[config.mk]
export PLATFORM = sky130hd
export DESIGN_NAME = lsu
export DESIGN_NICKNAME = d
export VERILOG_FILES = /design/src/rtl/lsu.sv
export SDC_FILE = /design/constraint.sdc
export NUM_CORES = 1
export LEC_CHECK = 0
export ABC_AREA = 1
export CORE_MARGIN = 8
export CORE_UTILIZATION = 46
export CTS_CLUSTER_DIAMETER = 50
export DETAILED_ROUTE_END_ITERATION = 16
export GPL_ROUTABILITY_DRIVEN = 0
export HOLD_SLACK_MARGIN = 0.02
export PLACE_DENSITY = 0.76
export SETUP_SLACK_MARGIN = 0.15
export SLEW_MARGIN = 0
export SYNTH_ARGS = -nofsm -noshare
export SYNTH_HDL_FRONTEND = slang
export SYNTH_SLANG_ARGS = --single-unit
[constraint.sdc]
create_clock -name clk -period 1.9 [get_ports clk]
set_input_delay 0.475 -clock clk [delete_from_list [all_inputs] [get_ports clk]]
set_output_delay 0.475 -clock clk [all_outputs]
set_load 0.01 [all_outputs]
[src/rtl/lsu.sv]
// ----------------------------------------------------------------------------
// lsu -- single-port load/store unit for a word-organised data memory.
//
// Accepts one byte/halfword/word load or store per request. The request is
// captured in IDLE and then runs through ACC (memory access), WR (write-back
// of the merged word, sub-word stores only) and FIN (one-cycle done pulse).
// Sub-word stores are done as read-modify-write so that only the addressed
// lane changes.
//
// Configuration macro:
//   LSU_ALIGN_CHK_EN  defined   : misaligned or size=11 requests are rejected
//                                 (done with err=1, no memory access).
//                     undefined : address low bits are forced to alignment,
//                                 size=11 behaves as word, err is always 0.
//
// Ports:
//   clk        in   clock, all state changes on the rising edge
//   rst        in   synchronous active-high reset
//   req        in   request strobe, sampled only in IDLE
//   we         in   1 = store, 0 = load
//   size       in   00 byte, 01 halfword, 10 word, 11 illegal
//   sext       in   loads: 1 = sign-extend, 0 = zero-extend
//   addr       in   byte address (AW+2 bits)
//   wdata      in   store data, right-aligned
//   busy       out  high in every state except IDLE
//   done       out  one-cycle completion pulse
//   err        out  valid with done, 1 = request rejected
//   rdata      out  extended load result, held until the next completed load
//   mem_addr   out  word address to the data memory
//   mem_rd     out  memory read strobe
//   mem_wr     out  memory write strobe
//   mem_wdata  out  memory write word
//   mem_rdata  in   memory read word, combinational from mem_addr
// ----------------------------------------------------------------------------
module lsu #(
    parameter int AW = 7
) (
    input  logic          clk,
    input  logic          rst,
    input  logic          req,
    input  logic          we,
    input  logic [1:0]    size,
    input  logic          sext,
    input  logic [AW+1:0] addr,
    input  logic [31:0]   wdata,
    output logic          busy,
    output logic          done,
    output logic          err,
    output logic [31:0]   rdata,
    output logic [AW-1:0] mem_addr,
    output logic          mem_rd,
    output logic          mem_wr,
    output logic [31:0]   mem_wdata,
    input  logic [31:0]   mem_rdata
);

    typedef enum logic [1:0] {IDLE, ACC, WR, FIN} state_t;

    state_t        state, state_nxt;

    // Captured request
    logic          cap_we;
    logic [1:0]    cap_size;
    logic          cap_sext;
    logic [AW+1:0] cap_addr;
    logic [31:0]   cap_wdata;
    logic [31:0]   merged;

    // Request as it will be captured (after alignment handling)
    logic [1:0]    acc_size;
    logic [AW+1:0] acc_addr;
    logic          reject;

    // Lane extraction / merge results
    logic [7:0]    load_byte;
    logic [15:0]   load_half;
    logic [31:0]   load_val;
    logic [31:0]   merge_val;

`ifdef LSU_ALIGN_CHK_EN
    logic          cap_err;

    always_comb begin
        acc_size = size;
        acc_addr = addr;
        reject   = (size == 2'b11) ||
                   (size == 2'b01 && addr[0]) ||
                   (size == 2'b10 && addr[1:0] != 2'b00);
    end

    assign err = done & cap_err;
`else
    always_comb begin
        // size=11 is handled as a word access
        acc_size = (size == 2'b11) ? 2'b10 : size;
        acc_addr = addr;
        if (acc_size == 2'b01)
            acc_addr[0] = 1'b0;
        else if (acc_size == 2'b10)
            acc_addr[1:0] = 2'b00;
        reject   = 1'b0;
    end

    assign err = 1'b0;
`endif

    // Little-endian lane selection from the word read in ACC
    always_comb begin
        load_byte = mem_rdata[{cap_addr[1:0], 3'b000} +: 8];
        load_half = cap_addr[1] ? mem_rdata[31:16] : mem_rdata[15:0];
        case (cap_size)
            2'b00:   load_val = {{24{cap_sext & load_byte[7]}}, load_byte};
            2'b01:   load_val = {{16{cap_sext & load_half[15]}}, load_half};
            default: load_val = mem_rdata;
        endcase
        merge_val = mem_rdata;
        if (cap_size == 2'b00)
            merge_val[{cap_addr[1:0], 3'b000} +: 8] = cap_wdata[7:0];
        else if (cap_size == 2'b01)
            merge_val[{cap_addr[1], 4'b0000} +: 16] = cap_wdata[15:0];
    end

    always_comb begin
        // NOTE: every output of this block gets a default first, so no path
        // leaves a signal unassigned and no latch is inferred.
        state_nxt = state;
        mem_addr  = '0;
        mem_rd    = 1'b0;
        mem_wr    = 1'b0;
        mem_wdata = '0;
        case (state)
            IDLE: begin
                if (req)
                    state_nxt = reject ? FIN : ACC;
            end
            ACC: begin
                mem_addr = cap_addr[AW+1:2];
                if (cap_we && cap_size == 2'b10) begin
                    mem_wr    = 1'b1;
                    mem_wdata = cap_wdata;
                    state_nxt = FIN;
                end else if (cap_we) begin
                    mem_rd    = 1'b1;   // read half of read-modify-write
                    state_nxt = WR;
                end else begin
                    mem_rd    = 1'b1;
                    state_nxt = FIN;
                end
            end
            WR: begin
                mem_addr  = cap_addr[AW+1:2];
                mem_wr    = 1'b1;
                mem_wdata = merged;
                state_nxt = FIN;
            end
            FIN: state_nxt = IDLE;
            default: state_nxt = IDLE;
        endcase
        // Strobes are suppressed in the reset cycle itself so an abandoned
        // request can never touch memory.
        if (rst) begin
            mem_rd = 1'b0;
            mem_wr = 1'b0;
        end
    end

    assign busy = (state != IDLE);
    assign done = (state == FIN);

    // NOTE: sequential state uses non-blocking assignments only, so every
    // register samples the pre-edge values regardless of statement order.
    always_ff @(posedge clk) begin
        if (rst) begin
            state     <= IDLE;
            cap_we    <= 1'b0;
            cap_size  <= 2'b00;
            cap_sext  <= 1'b0;
            cap_addr  <= '0;
            cap_wdata <= '0;
            merged    <= '0;
            rdata     <= '0;
`ifdef LSU_ALIGN_CHK_EN
            cap_err   <= 1'b0;
`endif
        end else begin
            state <= state_nxt;
            if (state == IDLE && req) begin
                cap_we    <= we;
                cap_size  <= acc_size;
                cap_sext  <= sext;
                cap_addr  <= acc_addr;
                cap_wdata <= wdata;
`ifdef LSU_ALIGN_CHK_EN
                cap_err   <= reject;
`endif
            end
            if (state == ACC && !cap_we)
                rdata <= load_val;
            if (state == ACC && cap_we)
                merged <= merge_val;
        end
    end

endmodule
==> results of run 1 <==
-- worst max-delay path: stages, from the launching register on --
cell       delay (ns)
dfxtp_2          0.34
inv_4            0.07
ha_4             0.14
nand2_4          0.06
nor2_4           0.10
buf_6            0.15
clkbuf_16        0.18
nand2_2          0.07
a21oi_2          0.14
buf_2            0.15
-- through the flow --
stage               util (%)  hold slack (ns)  setup slack (ns)
finish                  68.5            0.475            -0.352
global route            68.5            0.501            -0.403
CTS                     65.7            0.474            -0.277
detailed placement      62.5            0.460            -0.381
global placement        62.5            0.456            -0.342
floorplan                  -            0.445             0.162
-- how the worst min path moves through the flow --
| stage | from | to | slack, ns | cells after the start |
|---|---|---|---|---|
| after detailed placement | merged[1] | merged[1] | 0.46 | 2 |
| after global routing | merged[0] | merged[0] | 0.50 | 2 |
| after CTS | merged[1] | merged[1] | 0.47 | 2 |
| final | merged[6] | merged[6] | 0.47 | 2 |
| after floorplan | merged[0] | merged[0] | 0.45 | 2 |
| after global placement | merged[5] | merged[5] | 0.46 | 2 |
-- sequential cells by signal, indices dropped and copies added, names as in the netlist --
signal,count
cap_wdata,32
merged,32
state,2
rdata,32
cap_addr,9
cap_sext,1
cap_we,1
cap_size,2
-- where the power goes --
group	total, mW	switching [mW]	internal [mW]
Sequential	3.33	0.404	2.92
Combinational	6.07	3.46	2.61
Clock	1.99	0.893	1.09
Total	11.4	4.76	6.62
-- cell usage after synthesis (all sizes together) --
cell type / n
a211oi: 1
a21oi: 118
buf: 30
clkbuf: 38
clkinv: 3
conb: 1
dfxtp: 111
ha: 10
inv: 87
nand2: 224
nand3: 53
nand4: 9
nor2: 141
o211ai: 32
o21ai: 138
o22ai: 7
or2: 7
-- cells by family after synthesis --
group           Yosys count
buf+inv                 158
fa+ha+maj                10
simple gates            434
other cells               1
flops                   111
compound gates          296
-- layer usage --
metal | wire length [µm] | GRT usage, % | part of all wire, %
met1 | 10000 | 30.4 | 41
met2 | 11400 | 40.8 | 47
met3 | 2170 | 6.88 | 8.9
met4 | 773 | 10.9 | 3.2
met5 | 0 | 0 | 0
-- cell usage in the layout, fill, tap and decap left out, types with 18 or more instances in the layout --
cell             Yosys  final
nand2_4              1     18
nand2_2              2     27
buf_6                5     27
dfxtp_1            111    109
buf_4                9     53
inv_1               79     68
buf_2               14     24
a21oi_1            118     85
nand2_1            221    179
o21ai_0            125    123
a21oi_2              0     22
o211ai_1            25     25
clkdlybuf4s50_1      0     99
nor2_1             134    133
nand3_1             51     50
-- layout make-up --
cell class | count | area [µm²]
fill | 1209 | 4340
tap | 180 | 225
multi-input combinational | 741 | 3990
timing repair buffer | 231 | 2330
clock inverter | 5 | 56.3
clock buffer | 11 | 253
inverter | 90 | 353
sequential | 111 | 2230
-- repair_timing --
| item | 4_1_cts | 5_1_grt |
|---|---|---|
| cloned | 3 | 6 |
| pin swaps | 9 | 7 |
| endpoints found under the setup margin | 43 | 83 |
| setup buffers | 5 | 4 |
| resized for setup | 230 | 71 |
==> impl_metrics.py, run 1 <==
metrics = {
    "worst_setup_path": {
        "worstSetupPathType": "reg -> out",
        "r2r-end": "merged[28]",
        "critical_path.startpoint_type": "flip-flop",
        "ff2ff_setup_slack_ns": 0.17,
        "reg2regPathDepth": 7,
        "worstSetupEndpoint": "mem_wdata[27]",
        "r2r-start": "cap_addr[0]",
        "endpoint_kind": "output pin",
        "required_ns": 1.42,
        "cp.arrival_ns": 1.78,
        "path_max_fanout": 8,
        "critPathLaunch": "state[1]",
    },
    "floorplanning": {
        "core_mm2": 0.0138,
        "die-area_mm2": 0.0180,
        "fp.dieH_um": 134,
        "die_w_um": 134,
        "fp-row-count": 43,
        "io-pin-count": 156,
        "start_util_pct": 46.8,
    },
    "timing": {
        "hold_viol_final": 0,
        "rsz0062_at_grt": "yes",
        "max_freq_mhz": 444,
        "timing.slew.headroom_pct": 56.1,
        "post-route-period-util_pct": 119,
        "maxSlewViolCount": 0,
        "worst_pin_slew_ns": 0.658,
        "fin_skew_ns": 0.0107,
        "timing.final.ws_setup_ns": -0.352,
        "setup_tns_ns": -10.58,
        "period_needed_ns": 2.25,
        "setup_viol": 40,
    },
    "flow_run": {
        "drv_cap": 0,
    },
    "yosys": {
        "synth-compound-area-share_pct": 25.0,
        "synth_xor_area_share_pct": 0,
        "synth_top_area_cell": "dfxtp_1",
        "ys_seq_elements": 111,
        "syn_avg_cell_area_um2": 6.38,
        "synth.mux.area_fraction_pct": 0,
        "yosysSeqAreaShare_pct": 34.5,
        "synth_area_leaders": "dfxtp_1 (35%), nand2_1 (13%), o21ai_0 (9.7%), a21oi_1 (9.2%), nor2_1 (7.8%)",
        "synth_adder_area_share_pct": 1.94,
        "synth_top_family_by_area": "simple AND/OR/NAND/NOR gates",
        "yosysUniqueCellTypes": 29,
        "synth_top_area_share_pct": 34.5,
        "synth_simple_gate_area_share_pct": 27.9,
        "postSynthCellCount": 1010,
        "syn-num-nets": 1100,
        "ys_warn_count": 0,
        "syn_area_mm2": 0.00644,
    },
    "clock_network": {
        "cts_num_sinks": 111,
        "clkLatencyLatePin_ns": 0.37,
        "root_buffer": "clkbuf_16",
        "clock_path_buffers": 2,
        "hold_buffers": 0,
        "clk_pin_slew_ns": 0.07,
        "tritoncts": "built",
        "cts_inserted_buffers": 9,
        "htree_num_levels": 3,
    },
    "placed_design": {
        "placed_area_mm2": 0.00861,
        "placedCellCount": 1335,
        "hpwl_mm": 16.7,
        "port_buffers": 154,
    },
    "min_path": {
        "hp-class": "reg -> reg",
    },
    "route": {
        "num_vias": 7523,
        "drc": 0,
        "vias_per_cell": 5.50,
        "post_drt_wl_per_cell_um": 17.8,
        "ant_nets": 0,
        "drt_iter0_drc": 969,
        "drt_wl_total_mm": 24.4,
        "first_pass_iters": 5,
    },
    "grt": {
        "grt_overflow": 0,
        "antenna_found_initial": 0,
        "grt_max_degree": 76,
        "grt_pass1_wl_mm": 36.0,
        "grt_pass1_vias": 6976,
        "grt_use_total_pct": 25.1,
    },
    "layout": {
        "nets": 1274,
        "design_area_mm2": 0.00943,
        "drive_gt1_share_pct": 22.2,
        "area_delta_synth_final_pct": 46.5,
        "fin_cells": 1369,
        "antenna_cells": 0,
    },
    "power_and_ir_drop": {
        "p_per_area_mw_per_mm2": 1210,
        "peakVddDrop_uv": 886,
        "p_leak_nw": 4.33,
        "p_total_mw": 11.4,
    },
    "status": {
        "violations": "setup timing",
        "outcome": "finished, violations left",
    },
}
Power figures use the tool's default switching activity.
==> inputs of run 2 (changes only) <==
--- a/config.mk
+++ b/config.mk
@@ -12,6 +12,7 @@
 export DETAILED_ROUTE_END_ITERATION = 16
 export GPL_ROUTABILITY_DRIVEN = 0
 export HOLD_SLACK_MARGIN = 0.02
+export MAX_ROUTING_LAYER = met4
 export PLACE_DENSITY = 0.76
 export SETUP_SLACK_MARGIN = 0.15
 export SLEW_MARGIN = 0
==> impl_metrics.py, run 2 (synthesis results as in run 1) <==
metrics = {
    "floorplanning": {
        "fp-row-count": 43,
        "die-area_mm2": 0.0180,
        "core_mm2": 0.0138,
        "fp.dieH_um": 134,
        "io-pin-count": 156,
        "start_util_pct": 46.8,
        "die_w_um": 134,
    },
    "layout": {
        "drive_gt1_share_pct": 21.3,
        "final_common_cell": "nand2_1",
        "nFillCells": 1230,
        "top_regs": "cap_wdata: 32 flops, merged: 32 flops, rdata: 32 flops",
        "design_area_mm2": 0.00934,
        "final_cell_mix": "nand2_1 (187), nor2_1 (133), o21ai_0 (123), dfxtp_1 (109), clkdlybuf4s50_1 (99)",
        "nets": 1272,
        "fin_cells": 1367,
        "antenna_cells": 0,
        "area_delta_synth_final_pct": 45.0,
        "final_core_util_pct": 67.8,
    },
    "grt": {
        "grt_use_met1_pct": 30.7,
        "grt_max_degree": 76,
        "antenna_found_initial": 0,
        "grt.met3_usage_pct": 6.54,
        "grt_pass1_vias": 7005,
        "grt_overflow": 0,
        "grt_pass1_wl_mm": 35.9,
        "busiest_layer": "met2",
        "use_met2_pct": 40.7,
        "grt_use_total_pct": 25.8,
    },
    "timing": {
        "setup_viol": 40,
        "fin_skew_ns": 0.0101,
        "max_freq_mhz": 453,
        "worst_pin_slew_ns": 0.632,
        "period_needed_ns": 2.21,
        "hold_viol_final": 0,
        "maxSlewViolCount": 0,
        "rsz0062_at_grt": "yes",
        "holdWs_ns": 0.477,
        "setup_tns_ns": -9.80,
        "timing.final.ws_setup_ns": -0.306,
        "timing.slew.headroom_pct": 57.9,
        "post-route-period-util_pct": 116,
    },
    "clock_network": {
        "hold_buffers": 0,
        "htree_num_levels": 3,
        "cts_num_sinks": 111,
        "clkLatencyLatePin_ns": 0.37,
        "root_buffer": "clkbuf_16",
        "clock_path_buffers": 2,
        "tritoncts": "built",
        "clk_pin_slew_ns": 0.07,
        "cts_inserted_buffers": 9,
    },
    "worst_setup_path": {
        "critical_path.startpoint_type": "flip-flop",
        "worstSetupPathType": "reg -> out",
        "path_max_fanout": 8,
        "required_ns": 1.42,
        "cp_slowest_cell": "dfxtp_2",
        "endpoint_kind": "output pin",
        "crit_chain": "inv_4 -> ha_4 -> nand2_4 -> nor2_4 -> buf_6 -> clkbuf_16 -> nand2_2 -> a21oi_2 -> buf_2",
        "cp.arrival_ns": 1.73,
        "slowest_delay_ns": 0.34,
    },
    "route": {
        "vias_per_cell": 5.45,
        "ant_nets": 0,
        "post_drt_wl_per_cell_um": 17.5,
        "drc": 0,
        "drt_iter0_drc": 966,
        "num_vias": 7456,
        "first_pass_iters": 6,
        "drt_wl_total_mm": 23.9,
    },
    "flow_run": {
        "drv_cap": 0,
    },
    "power_and_ir_drop": {
        "p_leak_nw": 4.25,
        "p_per_area_mw_per_mm2": 1200,
        "peakVddDrop_uv": 1020,
        "p_total_mw": 11.2,
    },
    "placed_design": {
        "placed_area_mm2": 0.00861,
        "pre_cts_slack_ns": -0.381,
        "port_buffers": 154,
        "placedCellCount": 1335,
        "hpwl_mm": 16.7,
    },
    "status": {
        "outcome": "finished, violations left",
        "violations": "setup timing",
    },
    "min_path": {
        "hp-class": "reg -> reg",
    },
}
## run 2: final timing paths
kind              cells past startpoint       endpoint  slack [ns]         from
setup / recovery                      9  mem_wdata[27]       -0.31     state[1]
hold / removal                        2      merged[6]        0.48    merged[6]
setup reg to reg                      7     merged[28]        0.19  cap_addr[0]
hold reg to reg                       2      merged[6]        0.48    merged[6]
## run 2: layer usage
metal / part of all wire, % / vias up
met5: 0 / -
met4: 3.1 / 0
met3: 7.5 / 61
met2: 47 / 313
met1: 42 / 3434
li1: - / 3648
## run 2: critical path, delay by kind of cell (launching register included)
family	cells	cell delay [ns]
AO/OA/AOI/OAI	1	0.12
AND/OR/NAND/NOR	3	0.22
buffers and inverters	4	0.54
flip-flops	1	0.34
adder cells (fa/ha/maj)	1	0.14
## run 2: final cells by class
type	count	area (µm²)	area share [%]
Sequential cell	111	2230	23.8
Clock inverter	5	56.3	0.603
Timing Repair Buffer	229	2280	24.4
Multi-Input combinational cell	741	3950	42.3
Inverter	90	350	3.75
Tap cell	180	225	2.41
Clock buffer	11	253	2.71
## run 2: timing repair
| item | CTS | global route |
|---|---|---|
| pin swaps | 9 | 5 |
| setup buffers | 5 | 4 |
| cloned | 3 | 4 |
| gates resized for setup | 230 | 55 |
| setup endpoints to repair | 43 | 82 |
## run 2: power breakdown
part	leakage, nW	internal, mW	switching (mW)
registers	0.911	2.92	0.386
logic	3.19	2.53	3.38
clock network	0.152	1.09	0.892
total	4.25	6.55	4.66
